`src/rtl/hc595_ctrl.sv`:
```
// hc595_ctrl: serialises a parallel word into a 74HC595 chain.
// The word is shifted MSB first on ds/shcp, then latched with a single stcp pulse.
// Every output is registered from next-state values, so pin timing lines up
// with the state the FSM has just entered.
//
// state    | meaning
// ---------+----------------------------------------------------------
// IDLE     | waiting for start; shcp/stcp low, busy low
// SHIFT_LO | shcp low half-period; ds holds the current bit
// SHIFT_HI | shcp high half-period; the 595 samples ds on the rise
// LATCH    | stcp high for CLK_DIV cycles to commit the shifted word
// DONE     | one-cycle done pulse; oe_n enabled from here on

module hc595_ctrl #(
    parameter int DATA_W  = 16,
    parameter int CLK_DIV = 4
) (
    input  logic              sys_clk,
    input  logic              sys_rst_n,
    input  logic [DATA_W-1:0] data,
    input  logic              start,
    output logic              busy,
    output logic              done,
    output logic              ds,
    output logic              shcp,
    output logic              stcp,
    output logic              oe_n
);

    localparam int DIV_W = $clog2(CLK_DIV + 1);
    localparam int BIT_W = $clog2(DATA_W + 1);

    localparam logic [DIV_W-1:0] DIV_LAST = DIV_W'(CLK_DIV - 1);
    localparam logic [DIV_W-1:0] DIV_ONE  = DIV_W'(1);
    localparam logic [BIT_W-1:0] BIT_LAST = BIT_W'(DATA_W - 1);
    localparam logic [BIT_W-1:0] BIT_ONE  = BIT_W'(1);

    typedef enum logic [2:0] {
        ST_IDLE,
        ST_SHIFT_LO,
        ST_SHIFT_HI,
        ST_LATCH,
        ST_DONE
    } state_t;

    state_t            state;
    state_t            state_next;
    logic [DIV_W-1:0]  div_cnt;
    logic [DIV_W-1:0]  div_next;
    logic [BIT_W-1:0]  bit_cnt;
    logic [BIT_W-1:0]  bit_next;
    logic [DATA_W-1:0] shreg;
    logic [DATA_W-1:0] shreg_next;
    logic [DATA_W-1:0] shreg_shl;
    logic              ds_next;
    logic              oe_n_next;
    logic              div_tc;

    // Terminal count of the divide counter and the pre-shifted register image
    // (the next bit must reach ds on the same edge the register shifts).
    always_comb begin
        div_tc    = (div_cnt == DIV_LAST);
        shreg_shl = shreg << 1;
    end

    // Next-state, counter and datapath decisions.
    always_comb begin
        state_next = state;
        div_next   = div_cnt;
        bit_next   = bit_cnt;
        shreg_next = shreg;
        ds_next    = ds;
        oe_n_next  = oe_n;

        case (state)
            ST_IDLE: begin
                div_next = '0;
                ds_next  = 1'b0;
                if (start) begin
                    state_next = ST_SHIFT_LO;
                    shreg_next = data;
                    bit_next   = '0;
                    ds_next    = data[DATA_W-1];
                end
            end

            ST_SHIFT_LO: begin
                if (div_tc) begin
                    state_next = ST_SHIFT_HI;
                    div_next   = '0;
                end else begin
                    div_next = div_cnt + DIV_ONE;
                end
            end

            ST_SHIFT_HI: begin
                if (div_tc) begin
                    div_next = '0;
                    if (bit_cnt == BIT_LAST) begin
                        state_next = ST_LATCH;
                        ds_next    = 1'b0;
                    end else begin
                        state_next = ST_SHIFT_LO;
                        bit_next   = bit_cnt + BIT_ONE;
                        shreg_next = shreg_shl;
                        ds_next    = shreg_shl[DATA_W-1];
                    end
                end else begin
                    div_next = div_cnt + DIV_ONE;
                end
            end

            ST_LATCH: begin
                ds_next = 1'b0;
                if (div_tc) begin
                    state_next = ST_DONE;
                    div_next   = '0;
                    oe_n_next  = 1'b0;
                end else begin
                    div_next = div_cnt + DIV_ONE;
                end
            end

            ST_DONE: begin
                state_next = ST_IDLE;
                div_next   = '0;
                ds_next    = 1'b0;
            end

            default: begin
                state_next = ST_IDLE;
                div_next   = '0;
                bit_next   = '0;
                ds_next    = 1'b0;
            end
        endcase
    end

    // State and internal counters; reset abandons any word in flight.
    always_ff @(posedge sys_clk or negedge sys_rst_n) begin
        if (!sys_rst_n) begin
            state   <= ST_IDLE;
            div_cnt <= '0;
            bit_cnt <= '0;
            shreg   <= '0;
        end else begin
            state   <= state_next;
            div_cnt <= div_next;
            bit_cnt <= bit_next;
            shreg   <= shreg_next;
        end
    end

    // Registered pin outputs, decoded from the state being entered.
    always_ff @(posedge sys_clk or negedge sys_rst_n) begin
        if (!sys_rst_n) begin
            busy <= 1'b0;
            done <= 1'b0;
            ds   <= 1'b0;
            shcp <= 1'b0;
            stcp <= 1'b0;
            oe_n <= 1'b1;
        end else begin
            busy <= (state_next != ST_IDLE);
            done <= (state_next == ST_DONE);
            ds   <= ds_next;
            shcp <= (state_next == ST_SHIFT_HI);
            stcp <= (state_next == ST_LATCH);
            oe_n <= oe_n_next;
        end
    end

endmodule

```
`config.mk`:
```
export PLATFORM = sky130hd
export DESIGN_NAME = hc595_ctrl
export DESIGN_NICKNAME = d
export VERILOG_FILES = /design/src/rtl/hc595_ctrl.sv
export SDC_FILE = /design/constraint.sdc
export NUM_CORES = 1
export LEC_CHECK = 0
export BUFFER_PORTS_ARGS = -buffer_cell sky130_fd_sc_hd__buf_2
export CAP_MARGIN = 25
export CORE_ASPECT_RATIO = 0.9
export CORE_MARGIN = 2
export CORE_UTILIZATION = 58
export DETAILED_ROUTE_END_ITERATION = 7
export PLACE_DENSITY = 0.79
export SYNTH_ARGS = -nofsm -noshare
export SYNTH_HDL_FRONTEND = slang
export SYNTH_SLANG_ARGS = --single-unit
```
`constraint.sdc`:
```
create_clock -name sys_clk -period 3.8 [get_ports sys_clk]
set_clock_uncertainty 0.1 [all_clocks]
set_input_delay 0.76 -clock sys_clk [delete_from_list [all_inputs] [get_ports sys_clk]]
set_output_delay 0.76 -clock sys_clk [all_outputs]
set_load 0.02 [all_outputs]
```
==> metrics.md, run 1 <==
| Metric | Value |
|---|---|
| Antenna cell count | `0` |
| Detailed-route DRC error count | `0` |
| Overflow after GRT | `0` |
| Clock tree from TritonCTS | `built` |
| Net Sw Frac | `between 30% and 40%` |
| Proportion of netlist area held by the largest area contributor | `around 52%` |
| Worst Hold Class | `register to register` |
| Global-route wire length before repair | `5.26 mm` |
| Clock latency on the worst-skew pair | `0.33 ns` |
| Proportion of power drawn by flip-flops and latches | `48.3%` |
| Yosys Warn Count | `0` |
| Final critical-path setup slack | `about 1.2 ns` |
| Via Count | `1,171` |
| Int Power | `753 uW` |
| Number of synthesized register bits | `32` |
| Worst R2R Setup Slack | `1.19 ns` |
| Maximum buffer depth of the clock tree | `2` |
| CTS root buffer | `sky130_fd_sc_hd__clkbuf_4` |
| Mean routed wirelength per cell | `about 16 um` |
| Critical hold path startpoint | `div_cnt[0]$_DFF_PN0_` |
| Standard-cell rows | `17` |
| Cts repair resizes | `0` |
| Sinks on Clock Net | `32` |
| Upper clock frequency limit | `0.383 GHz` |
| GRT Util Overall | `23.7%` |
| Post-DRT Antenna Nets | `0` |
| Clock buffers created by TritonCTS | `5` |
| Effective utilization at floorplan | `about three fifths` |
| Cell count of the worst hold path | `1` |
| Most frequent cells after synthesis | `sky130_fd_sc_hd__dfrtp_1 (31), sky130_fd_sc_hd__a2bb2oi_1 (14), sky130_fd_sc_hd__o22ai_1 (14)` |
| Setup Crit Path Kind | `register to register` |
| Leakage power figure | `0.758 nW` |
| Kind of capture point of the worst setup path | `register` |
| CTS Hold Buffers Added | `0` |
| Synth cell types | `38` |
| Proportion of power drawn by the clock network | `15.7%` |
| Final critical-path share of the clock period | `between 60% and 70%` |
| Most numerous cell in the Yosys netlist | `sky130_fd_sc_hd__dfrtp_1` |
| Placeable Area | `2450 um2` |
| Pre-CTS worst setup slack | `approximately 1.2 ns` |
| Required time at the endpoint of the critical path | `3.95 ns` |
| Asr flop ratio synth | `100%` |
| Avg Synthesized Cell Area | `10.9 um2` |
| Nature of the critical path startpoint | `register` |
| Total wire length | `~3.1 mm` |
| Area growth from synthesis to layout | `11.6%` |
| Most used DFF post-synth | `sky130_fd_sc_hd__dfrtp_1` |
| # Post-CTS Setup Buffers | `0` |
| Number of cells on the worst reg-to-reg path | `7` |
| Placed wire-length estimate after detailed placement | `2.06 mm` |
| Most area-consuming cells after synthesis | `sky130_fd_sc_hd__dfrtp_1 (52%), sky130_fd_sc_hd__a2bb2oi_1 (8.2%), sky130_fd_sc_hd__o22ai_1 (5.8%)` |
| Status | `finished, final reports clean` |
| Critical register-to-register path startpoint | `bit_cnt[0]$_DFFE_PN0P_` |
| Final standard cell utilization of the core | `68.4%` |
| Layout cell share with drive strength beyond 1 | `22.8%` |
| Number of hold violations in the final report | `0` |
| Final sum of negative setup slack | `0 ns` |
| Transition time at the pin with the least slew margin | `0.703 ns` |
| Die X | `about 58 um` |
| Final Power | `around 1.2 mW` |
| Number of failing setup endpoints in the final timing report | `0` |
| Initial DRC Count | `46` |
| Power Dens Cells | `706 nW/um2` |
| Weighted congestion reported at the end of routability-driven placement | `0.793` |
| Count of flip-flops with a built-in enable after synthesis | `0` |
| Data arrival time of the worst path | `between 2 and 3 ns` |
| Drt first pass iters | `4` |
| Area enclosed by the die boundary | `3010 um2` |
| Sequential share of the synthesized area | `53.5%` |
| Switching pwr | `430 uW` |
| Maximum Capacitance Violations | `0` |
| Share of power burned in combinational logic | `36.1%` |
| Synth Instances | `138` |
| Crit path time final | `~2.6 ns` |
| Unrepaired setup endpoints after global routing | `no` |
| Worst ir drop on vdd | `0.478 mV` |
| Largest fanout of any net on the critical path | `10` |
| Port-buffer cells | `24` |
| Initial antenna violation count | `0` |
| Number of global-route vias before repair | `1,155` |
| Post-Synthesis Cell Area | `1500 um2` |
| Via density | `6.16` |
| Net count after synthesis | `160` |
| Most area-hungry cell type in the Yosys netlist | `sky130_fd_sc_hd__dfrtp_1` |
| Maximum number of pins on one net before global-route repair | `33` |
| Slew Viols, Final | `0` |
| Nets | `~180` |
| Top Ports | `25` |
| Die span in y | `52.3 um` |
| Worst setup startpoint | `bit_cnt[0]$_DFFE_PN0P_` |
| Fill cell count | `199` |
| Worst slew margin relative to its limit | `53.0%` |
| Number of levels the H-tree was split into | `2` |
| Clock-pin transition on the worst setup and hold timing paths | `roughly 0.1 ns` |
[layout make-up]
type,instances,area [um2],share of cell area [%]
clock buffer,7,45.0,2.69
clock inverter,1,5.00,0.299
inverter,4,15.0,0.897
multi-input combinational,92,637,38.0
sequential,32,802,47.9
tap,28,35.0,2.09
timing repair buffer,26,135,8.07
[worst paths after layout]
check / endpoint
max: bit_cnt[3]$_DFFE_PN0P_
min: div_cnt[0]$_DFF_PN0_
max reg2reg: bit_cnt[3]$_DFFE_PN0P_
min reg2reg: div_cnt[0]$_DFF_PN0_
max in group asynchronous: shreg[13]$_DFFE_PN0P_
min in group asynchronous: busy$_DFF_PN0_
[stage by stage]
stage	cells	instance area, um2	hold slack [ns]
global placement	182	1620	0.330
detailed placement	182	1620	0.350
global route	190	1670	0.388
CTS	190	1670	0.364
finish	190	1670	0.355
floorplan	138	1500	0.318
[cells in the final DEF (no fill, tap or decap), types with 3 or more instances in the layout]
master	count
sky130_fd_sc_hd__a21boi_1	3
sky130_fd_sc_hd__a21oi_1	3
sky130_fd_sc_hd__a2bb2oi_1	14
sky130_fd_sc_hd__buf_2	24
sky130_fd_sc_hd__clkbuf_4	5
sky130_fd_sc_hd__dfrtp_1	31
sky130_fd_sc_hd__ha_1	3
sky130_fd_sc_hd__inv_1	4
sky130_fd_sc_hd__nand2_1	8
sky130_fd_sc_hd__nor2_1	6
sky130_fd_sc_hd__nor2b_1	8
sky130_fd_sc_hd__o21ai_0	5
sky130_fd_sc_hd__o22ai_1	14
[flip-flops by register name, indices dropped and copies added (netlist names)]
| name | count |
|---|---|
| shreg | 15 |
| bit_cnt | 5 |
| div_cnt | 3 |
| state | 3 |
| busy | 1 |
| done | 1 |
| ds | 1 |
| oe_n | 1 |
| shcp | 1 |
| stcp | 1 |
[critical path, stage by stage (launching register included)]
cell	delay, ns
sky130_fd_sc_hd__dfrtp_1	0.42
sky130_fd_sc_hd__ha_1	0.23
sky130_fd_sc_hd__and3_1	0.18
sky130_fd_sc_hd__ha_1	0.21
sky130_fd_sc_hd__or3b_1	0.36
sky130_fd_sc_hd__a221o_1	0.47
sky130_fd_sc_hd__or3_1	0.38
sky130_fd_sc_hd__a21boi_1	0.18
[power groups by stage]
| stage | Sequential, mW | Combinational (mW) | Clock (mW) |
|---|---|---|---|
| floorplan | 0.554 | 0.340 | 0 |
| global placement | 0.566 | 0.406 | 0 |
| detailed placement | 0.573 | 0.429 | 0 |
| CTS | 0.568 | 0.430 | 0.189 |
| global route | 0.588 | 0.469 | 0.204 |
| finish | 0.571 | 0.426 | 0.185 |
[layer usage]
layer  vias to the layer above  routed length (um)  track usage [%]
met2                        39                1460             35.6
met3                         4                 170             6.17
met5                         -                   0                0
met4                         0                  44             12.8
li1                        560                   -                -
met1                       568                1440             31.5
[cells by family after synthesis]
group	share of synthesized area, %
compound gates	21.9
mux	2.17
fa+ha+maj	2.50
buf+inv	4.09
flops	53.5
simple gates	15.9
Power figures use the tool's default switching activity.
==> run 2, diff against run 1 <==
- ABC_AREA: default -> 1
- CORE_UTILIZATION: 58 -> 55
- PLACE_DENSITY: 0.79 -> 0.75
- clock period: 3.8 -> 2.5 ns (I/O delays scaled with it)
==> run 2 against run 1 <==
  * Count of clock-buffer cells in the layout grew 1
  * Hold slack lost 0.25 ns
  * Sequential cell count is the same
  * Sequential share of layout area shrank 3.5 points
  * Sequential power shrank 9.5%
  * Synthesized cell count grew 54%
  * Maximum frequency grew 32%
  * Critical path depth grew 3
  * Register-to-register slack lost 0.66 ns
  * Routed wire length grew 2.2%
  * Final area grew 8.0%
  * Clock power grew 66%
  * Highest routed layer unchanged
==> metrics.md, run 2 <==
| Metric | Value |
|---|---|
| Int Power | `671 uW (was 753 uW)` |
| CTS Hold Buffers Added | `0 (unchanged)` |
| Switching pwr | `189 uW (was 430 uW)` |
| Clock buffers created by TritonCTS | `5 (unchanged)` |
| Most area-consuming cells after synthesis | `sky130_fd_sc_hd__dfrtp_1 (48%), sky130_fd_sc_hd__nand2_1 (23%), sky130_fd_sc_hd__nand3_1 (7.1%) (was sky130_fd_sc_hd__dfrtp_1 (52%), sky130_fd_sc_hd__a2bb2oi_1 (8.2%), sky130_fd_sc_hd__o22ai_1 (5.8%))` |
| Most area-hungry cell type in the Yosys netlist | `sky130_fd_sc_hd__dfrtp_1 (unchanged)` |
| Drt first pass iters | `4 (unchanged)` |
| Fill cell count | `261 (was 199)` |
| Most numerous cell in the Yosys netlist | `sky130_fd_sc_hd__nand2_1 (was sky130_fd_sc_hd__dfrtp_1)` |
| Status | `finished, final reports clean (unchanged)` |
| Maximum buffer depth of the clock tree | `2 (unchanged)` |
| Cell type group with the largest total delay on the critical path | `simple AND/OR/NAND/NOR gates (unchanged)` |
| Data arrival time of the worst path | `2.10 ns (was 2.76 ns)` |
| Registers with the most flip-flops | `shreg (15), bit_cnt (5) (unchanged)` |
| Proportion of netlist area held by the largest area contributor | `47.7% (was 51.7%)` |
| Area of the multi-input gates | `709 um2 (was 637 um2)` |
| Nature of the critical path startpoint | `register (unchanged)` |
| Most used DFF post-synth | `sky130_fd_sc_hd__dfrtp_1 (unchanged)` |
| Leakage power figure | `1.04 nW (was 0.758 nW)` |
| Critical R2R Capture | `shreg[1]$_DFFE_PN0P_ (was bit_cnt[3]$_DFFE_PN0P_)` |
| Most frequent cells after synthesis | `sky130_fd_sc_hd__nand2_1 (99), sky130_fd_sc_hd__dfrtp_1 (31), sky130_fd_sc_hd__nand3_1 (23) (was sky130_fd_sc_hd__dfrtp_1 (31), sky130_fd_sc_hd__a2bb2oi_1 (14), sky130_fd_sc_hd__o22ai_1 (14))` |
| GRT Util Overall | `21.3% (was 23.7%)` |
| Proportion of power drawn by the clock network | `35.8% (was 15.7%)` |
| Worst R2R Setup Slack | `0.53 ns (was 1.19 ns)` |
| Power Dens Cells | `476 nW/um2 (was 706 nW/um2)` |
| Avg Synthesized Cell Area | `7.63 um2 (was 10.9 um2)` |
| Post-DRT Antenna Nets | `0 (unchanged)` |
| Weighted congestion reported at the end of routability-driven placement | `0.748 (was 0.793)` |
| Count of flip-flops with a built-in enable after synthesis | `0 (unchanged)` |
| Final standard cell utilization of the core | `65.3% (was 68.4%)` |
| Largest fanout of any net on the critical path | `16 (was 10)` |
| Slowest cell on the critical path | `sky130_fd_sc_hd__dfrtp_1 (was sky130_fd_sc_hd__a221o_1)` |
| Proportion of power drawn by flip-flops and latches | `60.1% (was 48.3%)` |
| Net count after synthesis | `235 (was 160)` |
| Via Count | `1,393 (was 1,171)` |
| Cells along the critical path | `ha_1, inv_1, nor3_1, ha_1, inv_1, nand3_1, nand2_2, nand2_4, nand2_1, nand2_1 (was ha_1, and3_1, ha_1, or3b_1, a221o_1, or3_1, a21boi_1)` |
| Final sum of negative setup slack | `0 ns (unchanged)` |
| Post-Synthesis Cell Area | `1630 um2 (was 1500 um2)` |
| # Post-CTS Setup Buffers | `0 (unchanged)` |
| Number of global-route vias before repair | `1,309 (was 1,155)` |
| Clock latency on the worst-skew pair | `0.33 ns (about the same)` |
| Standard-cell rows | `18 (was 17)` |
| Synth cell types | `21 (was 38)` |
| Final critical-path share of the clock period | `78.9% (was 68.7%)` |
| Asr flop ratio synth | `100% (unchanged)` |
| Upper clock frequency limit | `0.507 GHz (was 0.383 GHz)` |
| Unrepaired setup endpoints after global routing | `no (unchanged)` |
| Required time at the endpoint of the critical path | `2.62 ns (was 3.95 ns)` |
| Placeable Area | `2770 um2 (was 2450 um2)` |
| Antenna cell count | `0 (unchanged)` |
| Global-route wire length before repair | `5.51 mm (was 5.26 mm)` |
| Number of levels the H-tree was split into | `2 (unchanged)` |
| Area used by sequential logic in the layout | `802 um2 (unchanged)` |
| Worst path bufs/invs | `2 (was 0)` |
| Synth Instances | `213 (was 138)` |
| Overflow after GRT | `0 (unchanged)` |
| Share of power burned in combinational logic | `4.1% (was 36.1%)` |
| Mean routed wirelength per cell | `11.4 um (was 16.4 um)` |
| Number of hold violations in the final report | `0 (unchanged)` |
| Layout cell share with drive strength beyond 1 | `17.6% (was 22.8%)` |
| Port-buffer cells | `24 (unchanged)` |
| Setup Crit Path Kind | `register to register (unchanged)` |
| Worst ir drop on vdd | `0.424 mV (was 0.478 mV)` |
| Detailed-route DRC error count | `0 (unchanged)` |
| Worst slew margin relative to its limit | `53.6% (was 53.0%)` |
| Transition time at the pin with the least slew margin | `0.696 ns (was 0.703 ns)` |
| Sinks on Clock Net | `32 (unchanged)` |
| Number of failing setup endpoints in the final timing report | `0 (unchanged)` |
| Largest register by flop count | `shreg (unchanged)` |
| Flip-flop count of the largest register after layout | `15 (unchanged)` |
| Post-Layout Cell Count | `279 (was 190)` |
| Final Power | `860 uW (was 1.18 mW)` |
| Top Ports | `25 (unchanged)` |
| Cts repair resizes | `0 (unchanged)` |
| Total wire length | `3.18 mm (was 3.11 mm)` |
| Area enclosed by the die boundary | `3410 um2 (was 3010 um2)` |
| Maximum Capacitance Violations | `0 (unchanged)` |
| Kind of capture point of the worst setup path | `register (unchanged)` |
| Largest stage delay, worst path | `0.43 ns (was 0.47 ns)` |
| CTS root buffer | `sky130_fd_sc_hd__clkbuf_4 (unchanged)` |
| Initial DRC Count | `90 (was 46)` |
| Effective utilization at floorplan | `58.7% (was 61.3%)` |
| Placed wire-length estimate after detailed placement | `2.16 mm (was 2.06 mm)` |
| Hold_ws | `0.108 ns (was 0.355 ns)` |
| Number of synthesized register bits | `32 (unchanged)` |
| Nets | `260 (was 183)` |
| Area growth from synthesis to layout | `11.2% (was 11.6%)` |
| Slew Viols, Final | `0 (unchanged)` |
| Clock-pin transition on the worst setup and hold timing paths | `0.10 ns (about the same)` |
| Via density | `4.99 (was 6.16)` |
| Crit path time final | `1.97 ns (was 2.61 ns)` |
| Critical register-to-register path startpoint | `bit_cnt[0]$_DFFE_PN0P_ (unchanged)` |
| Placed cells | `271 (was 182)` |
| Most frequent standard cell in the layout excluding fill and tap cells | `sky130_fd_sc_hd__nand2_1 (was sky130_fd_sc_hd__dfrtp_1)` |
| Die X | `61.3 um (was 57.6 um)` |
| Worst Hold Class | `primary input to asynchronous set/reset pin (was register to register)` |
| Die span in y | `55.6 um (was 52.3 um)` |
| Most frequent cells in the layout | `sky130_fd_sc_hd__nand2_1 (99), sky130_fd_sc_hd__dfrtp_1 (31), sky130_fd_sc_hd__buf_2 (24) (was sky130_fd_sc_hd__dfrtp_1 (31), sky130_fd_sc_hd__buf_2 (24), sky130_fd_sc_hd__o22ai_1 (14), sky130_fd_sc_hd__a2bb2oi_1 (14))` |
| Clock tree from TritonCTS | `built (unchanged)` |
| Initial antenna violation count | `0 (unchanged)` |
| Yosys Warn Count | `0 (unchanged)` |
| Number of cells on the worst reg-to-reg path | `10 (was 7)` |
| Maximum number of pins on one net before global-route repair | `33 (unchanged)` |
| Net Sw Frac | `21.9% (was 36.3%)` |
| Sequential share of the synthesized area | `49.3% (was 53.5%)` |
run 2: changes by cell type in the layout (fill, tap and decap cells not counted), sizes merged, moves of 3 or more:
cell	previous run	this run
inv	4	18
a21boi	3	0
nand2	8	105
nand3	1	24
a2bb2oi	14	0
o22ai	14	0
nor2	6	10
nor2b	8	0
run 2: metrics by stage:
stage	area [um2]	setup WS [ns]
3_5_place_dp	1750	0.556
6_report	1810	0.528
5_1_grt	1810	0.341
2_1_floorplan	1630	0.823
3_3_place_gp	1750	0.624
4_1_cts	1810	0.533
run 2: how the worst max path moves through the flow:
stage | start | endpoint | slack, ns | cells past startpoint
2_1_floorplan | bit_cnt[0]$_DFFE_PN0P_ | shreg[10]$_DFFE_PN0P_ | 0.82 | 11
3_3_place_gp | bit_cnt[0]$_DFFE_PN0P_ | shreg[1]$_DFFE_PN0P_ | 0.62 | 10
3_5_place_dp | bit_cnt[0]$_DFFE_PN0P_ | shreg[1]$_DFFE_PN0P_ | 0.56 | 10
4_1_cts | bit_cnt[0]$_DFFE_PN0P_ | shreg[1]$_DFFE_PN0P_ | 0.53 | 10
5_1_grt | bit_cnt[0]$_DFFE_PN0P_ | shreg[2]$_DFFE_PN0P_ | 0.34 | 10
6_report | bit_cnt[0]$_DFFE_PN0P_ | shreg[1]$_DFFE_PN0P_ | 0.53 | 10
run 2: routing by layer:
layer,vias up,wire length [um],part of all wire [%],GRT usage (%)
li1,711,-,-,-
met1,643,1510,47,28.1
met2,35,1480,47,33.1
met3,4,154,4.8,5.81
met4,0,35,1.1,7.45
met5,-,0,0,0
run 2: layout make-up:
type	count	area share (%)
Clock buffer	8	3.25
Inverter	18	3.74
Multi-Input combinational cell	157	39.2
Sequential cell	32	44.4
Tap cell	40	2.77
Timing Repair Buffer	24	6.64
run 2: logic make-up (layout without fill, tap and decap cells):
kind of cell	after synthesis	in the layout	synth area share (%)
AO/OA/AOI/OAI	8	8	2.46
adder cells (fa/ha/maj)	3	3	2.31
buffers and inverters	24	50	7.00
flip-flops	32	32	49.3
AND/OR/NAND/NOR	146	146	38.9
run 2: power groups by stage:
| stage | sequential [mW] | combinational (mW) | clock [mW] |
|---|---|---|---|
| floorplan | 0.528 | 0.0103 | 0 |
| global placement | 0.527 | 0.0350 | 0 |
| detailed placement | 0.527 | 0.0362 | 0 |
| CTS | 0.517 | 0.0365 | 0.317 |
| global route | 0.517 | 0.0420 | 0.338 |
| finish | 0.517 | 0.0352 | 0.308 |
==> run 3, diff against run 2 <==
- ABC_AREA: 1 -> 0
- CORE_UTILIZATION: 55 -> 54
- PLACE_DENSITY: 0.75 -> 0.74
- clock period: 2.5 -> 1.9 ns (I/O delays scaled with it)
==> run 3 against run 2 <==
  * First-iteration DRC count fell by 29%
  * Via count fell by 9.7%
  * Largest cell class unchanged
  * Non-clock buffer count rose by 22
  * The run now ends with negative setup slack left
  * Maximum frequency fell by 13%
  * Largest power group is now combinational logic
  * Register-to-register slack got worse by 0.89 ns
  * Critical endpoint is now bit_cnt[2]$_DFFE_PN0P_
==> metrics.md, run 3 (synthesis gave the netlist of run 1 again) <==
| Metric | Value |
|---|---|
| Sinks on Clock Net | `32 (unchanged)` |
| Largest fanout of any net on the critical path | `5 (was 16)` |
| Met2 GRT Util | `38.5% (was 33.1%)` |
| Most frequent cells in the layout | `sky130_fd_sc_hd__dfrtp_1 (31), sky130_fd_sc_hd__buf_2 (24), sky130_fd_sc_hd__buf_4 (17) (was sky130_fd_sc_hd__nand2_1 (99), sky130_fd_sc_hd__dfrtp_1 (31), sky130_fd_sc_hd__buf_2 (24))` |
| Clock buffers created by TritonCTS | `5 (unchanged)` |
| Leakage power figure | `0.896 nW (was 1.04 nW)` |
| Cells along the critical path | `ha_2, and3_4, ha_4, or3b_1, a221o_1, or3_1, a21boi_1 (was ha_1, inv_1, nor3_1, ha_1, inv_1, nand3_1, nand2_2, nand2_4, nand2_1, nand2_1)` |
| Drt first pass iters | `4 (unchanged)` |
| Upper clock frequency limit | `0.441 GHz (was 0.507 GHz)` |
| Busiest metal layer after global routing | `met2 (unchanged)` |
| Total wire length | `3.45 mm (was 3.18 mm)` |
| Final critical-path setup slack | `-0.366 ns (was 0.528 ns)` |
| Largest register by flop count | `shreg (unchanged)` |
| Weighted congestion reported at the end of routability-driven placement | `0.856 (was 0.748)` |
| Finished Cell Area | `2000 um2 (was 1810 um2)` |
| GRT Util Overall | `25.4% (was 21.3%)` |
| Placed wire-length estimate after detailed placement | `2.30 mm (was 2.16 mm)` |
| Placed cell areas | `1760 um2 (was 1750 um2)` |
| Clock tree from TritonCTS | `built (unchanged)` |
| Final critical-path share of the clock period | `119% (was 78.9%)` |
| Detailed-route DRC error count | `0 (unchanged)` |
| Worst slew margin relative to its limit | `54.2% (was 53.6%)` |
| CTS root buffer | `sky130_fd_sc_hd__clkbuf_4 (unchanged)` |
| Antenna cell count | `0 (unchanged)` |
| Number of hold violations in the final report | `0 (unchanged)` |
| Slew Viols, Final | `0 (unchanged)` |
| Initial DRC Count | `64 (was 90)` |
| Nature of the critical path startpoint | `register (unchanged)` |
| Final Power | `2.83 mW (was 860 uW)` |
| Mean routed wirelength per cell | `16.3 um (was 11.4 um)` |
| Standard-cell rows | `18 (unchanged)` |
| Setup Crit Path Kind | `register to register (unchanged)` |
| Clock-pin transition on the worst setup and hold timing paths | `0.10 ns (about the same)` |
| Nets | `203 (was 260)` |
| Post-DRT Antenna Nets | `0 (unchanged)` |
| Required time at the endpoint of the critical path | `2.06 ns (was 2.62 ns)` |
| Violations in the final reports | `negative setup slack` |
| Top Ports | `25 (unchanged)` |
| Unrepaired setup endpoints after global routing | `yes (was no)` |
| Layout cell share with drive strength beyond 1 | `44.0% (was 17.6%)` |
| Global-route wire length before repair | `5.75 mm (was 5.51 mm)` |
| Initial antenna violation count | `0 (unchanged)` |
| Placeable Area | `2700 um2 (was 2770 um2)` |
| Flip-flop count of the largest register after layout | `15 (unchanged)` |
| Met3 routing resource usage after global routing | `8.17% (was 5.81%)` |
| Kind of capture point of the worst setup path | `register (unchanged)` |
| Maximum buffer depth of the clock tree | `2 (unchanged)` |
| Number of levels the H-tree was split into | `2 (unchanged)` |
| Worst ir drop on vdd | `0.878 mV (was 0.424 mV)` |
| Number of failing setup endpoints in the final timing report | `20 (was 0)` |
| Power Dens Cells | `1410 nW/um2 (was 476 nW/um2)` |
| Pre-CTS worst setup slack | `-0.317 ns (was 0.556 ns)` |
| Maximum number of pins on one net before global-route repair | `33 (unchanged)` |
| Largest stage delay, worst path | `0.41 ns (was 0.43 ns)` |
| Port-buffer cells | `24 (unchanged)` |
| Data arrival time of the worst path | `2.43 ns (was 2.10 ns)` |
| Die X | `59.6 um (was 61.3 um)` |
| Area growth from synthesis to layout | `33.6% (was 11.2%)` |
| Area enclosed by the die boundary | `3220 um2 (was 3410 um2)` |
| Die span in y | `54.0 um (was 55.6 um)` |
| Crit path time final | `2.27 ns (was 1.97 ns)` |
| Status | `finished with violations (was finished, final reports clean)` |
| Via Count | `1,258 (was 1,393)` |
| Registers with the most flip-flops | `shreg (15), bit_cnt (5) (unchanged)` |
| Maximum Capacitance Violations | `0 (unchanged)` |
| Worst Hold Class | `primary input to register (was primary input to asynchronous set/reset pin)` |
| Met1 track demand over resource | `33.6% (was 28.1%)` |
| Via density | `5.93 (was 4.99)` |
| Cell type group with the largest total delay on the critical path | `simple AND/OR/NAND/NOR gates (unchanged)` |
| Overflow after GRT | `0 (unchanged)` |
| Clock latency on the worst-skew pair | `0.34 ns (was 0.33 ns)` |
| Slowest cell on the critical path | `sky130_fd_sc_hd__dfrtp_1 (unchanged)` |
| Number of global-route vias before repair | `1,243 (was 1,309)` |
| Transition time at the pin with the least slew margin | `0.687 ns (was 0.696 ns)` |
| Most frequent standard cell in the layout excluding fill and tap cells | `sky130_fd_sc_hd__dfrtp_1 (was sky130_fd_sc_hd__nand2_1)` |
| Effective utilization at floorplan | `55.5% (was 58.7%)` |
| Worst path bufs/invs | `0 (was 2)` |
-- run 3: cell types whose count changed in the layout (fill, tap and decap cells not counted), moves of 4 or more --
cell and delta:
sky130_fd_sc_hd__buf_6 +4, sky130_fd_sc_hd__nor2b_1 +7, sky130_fd_sc_hd__nand2_1 -93, sky130_fd_sc_hd__o21ai_1 -4, sky130_fd_sc_hd__buf_4 +17, sky130_fd_sc_hd__o22ai_1 +14, sky130_fd_sc_hd__a2bb2oi_2 +14, sky130_fd_sc_hd__inv_1 -14
sky130_fd_sc_hd__nand3_1 -22
-- run 3: final cells by class --
type,count,area [um2]
Sequential cell,32,802
Multi-Input combinational cell,92,788
Fill cell,187,698
Timing Repair Buffer,46,303
Clock buffer,8,58.8
Tap cell,30,37.5
Inverter,4,15.0
-- run 3: worst reg2reg max path: stages, from the launching register on --
cell and delay [ns]:
sky130_fd_sc_hd__dfrtp_1 0.41, sky130_fd_sc_hd__ha_2 0.20, sky130_fd_sc_hd__and3_4 0.15, sky130_fd_sc_hd__ha_4 0.15
sky130_fd_sc_hd__or3b_1 0.35, sky130_fd_sc_hd__a221o_1 0.37, sky130_fd_sc_hd__or3_1 0.33, sky130_fd_sc_hd__a21boi_1 0.13
-- run 3: worst paths after layout --
| check | slack [ns] | end | start | cells after the start |
|---|---|---|---|---|
| worst max-delay path | -0.37 | bit_cnt[2]$_DFFE_PN0P_ | bit_cnt[1]$_DFFE_PN0P_ | 7 |
| worst min-delay path | 0.22 | shreg[0]$_DFFE_PN0P_ | data[0] | 3 |
| worst max register to register | -0.37 | bit_cnt[2]$_DFFE_PN0P_ | bit_cnt[1]$_DFFE_PN0P_ | 7 |
| worst min register to register | 0.34 | div_cnt[0]$_DFF_PN0_ | div_cnt[0]$_DFF_PN0_ | 1 |
| max in group asynchronous | 0.75 | ds$_DFFE_PN0P_ | sys_rst_n | 2 |
| min in group asynchronous | 0.51 | bit_cnt[3]$_DFFE_PN0P_ | sys_rst_n | 2 |
-- run 3: routing by layer --
layer,share of wire (%),up-vias
met3,5.3,11
li1,-,600
met2,46,36
met4,2.8,0
met5,0,-
met1,46,611
-- run 3: stage by stage --
step,cells,utilization (%),TNS [ns],hold WS (ns)
2_1_floorplan,138,-,-1.02,-0.0156
3_3_place_gp,198,65.2,-1.00,0.327
3_5_place_dp,198,65.2,-2.03,0.331
4_1_cts,212,73.5,-3.98,0.197
5_1_grt,212,74.2,-4.34,0.204
6_report,212,74.2,-2.58,0.215
-- run 3: what timing repair did --
| action | CTS | global route |
|---|---|---|
| setup endpoints to repair | 20 | 23 |
| hold endpoints to repair | 31 | 0 |
| pin swaps | 3 | 2 |
| gates resized for setup | 23 | 6 |
| setup buffers | 4 | 1 |
| hold buffers | 1 | 0 |
| gates cloned | 1 | 0 |
-- run 3: report_power, final --
group / total, mW / switching, mW / internal, mW
Sequential: 1.10 / 0.170 / 0.935
Clock: 0.404 / 0.222 / 0.182
Combinational: 1.32 / 0.605 / 0.714
Total: 2.83 / 0.997 / 1.83
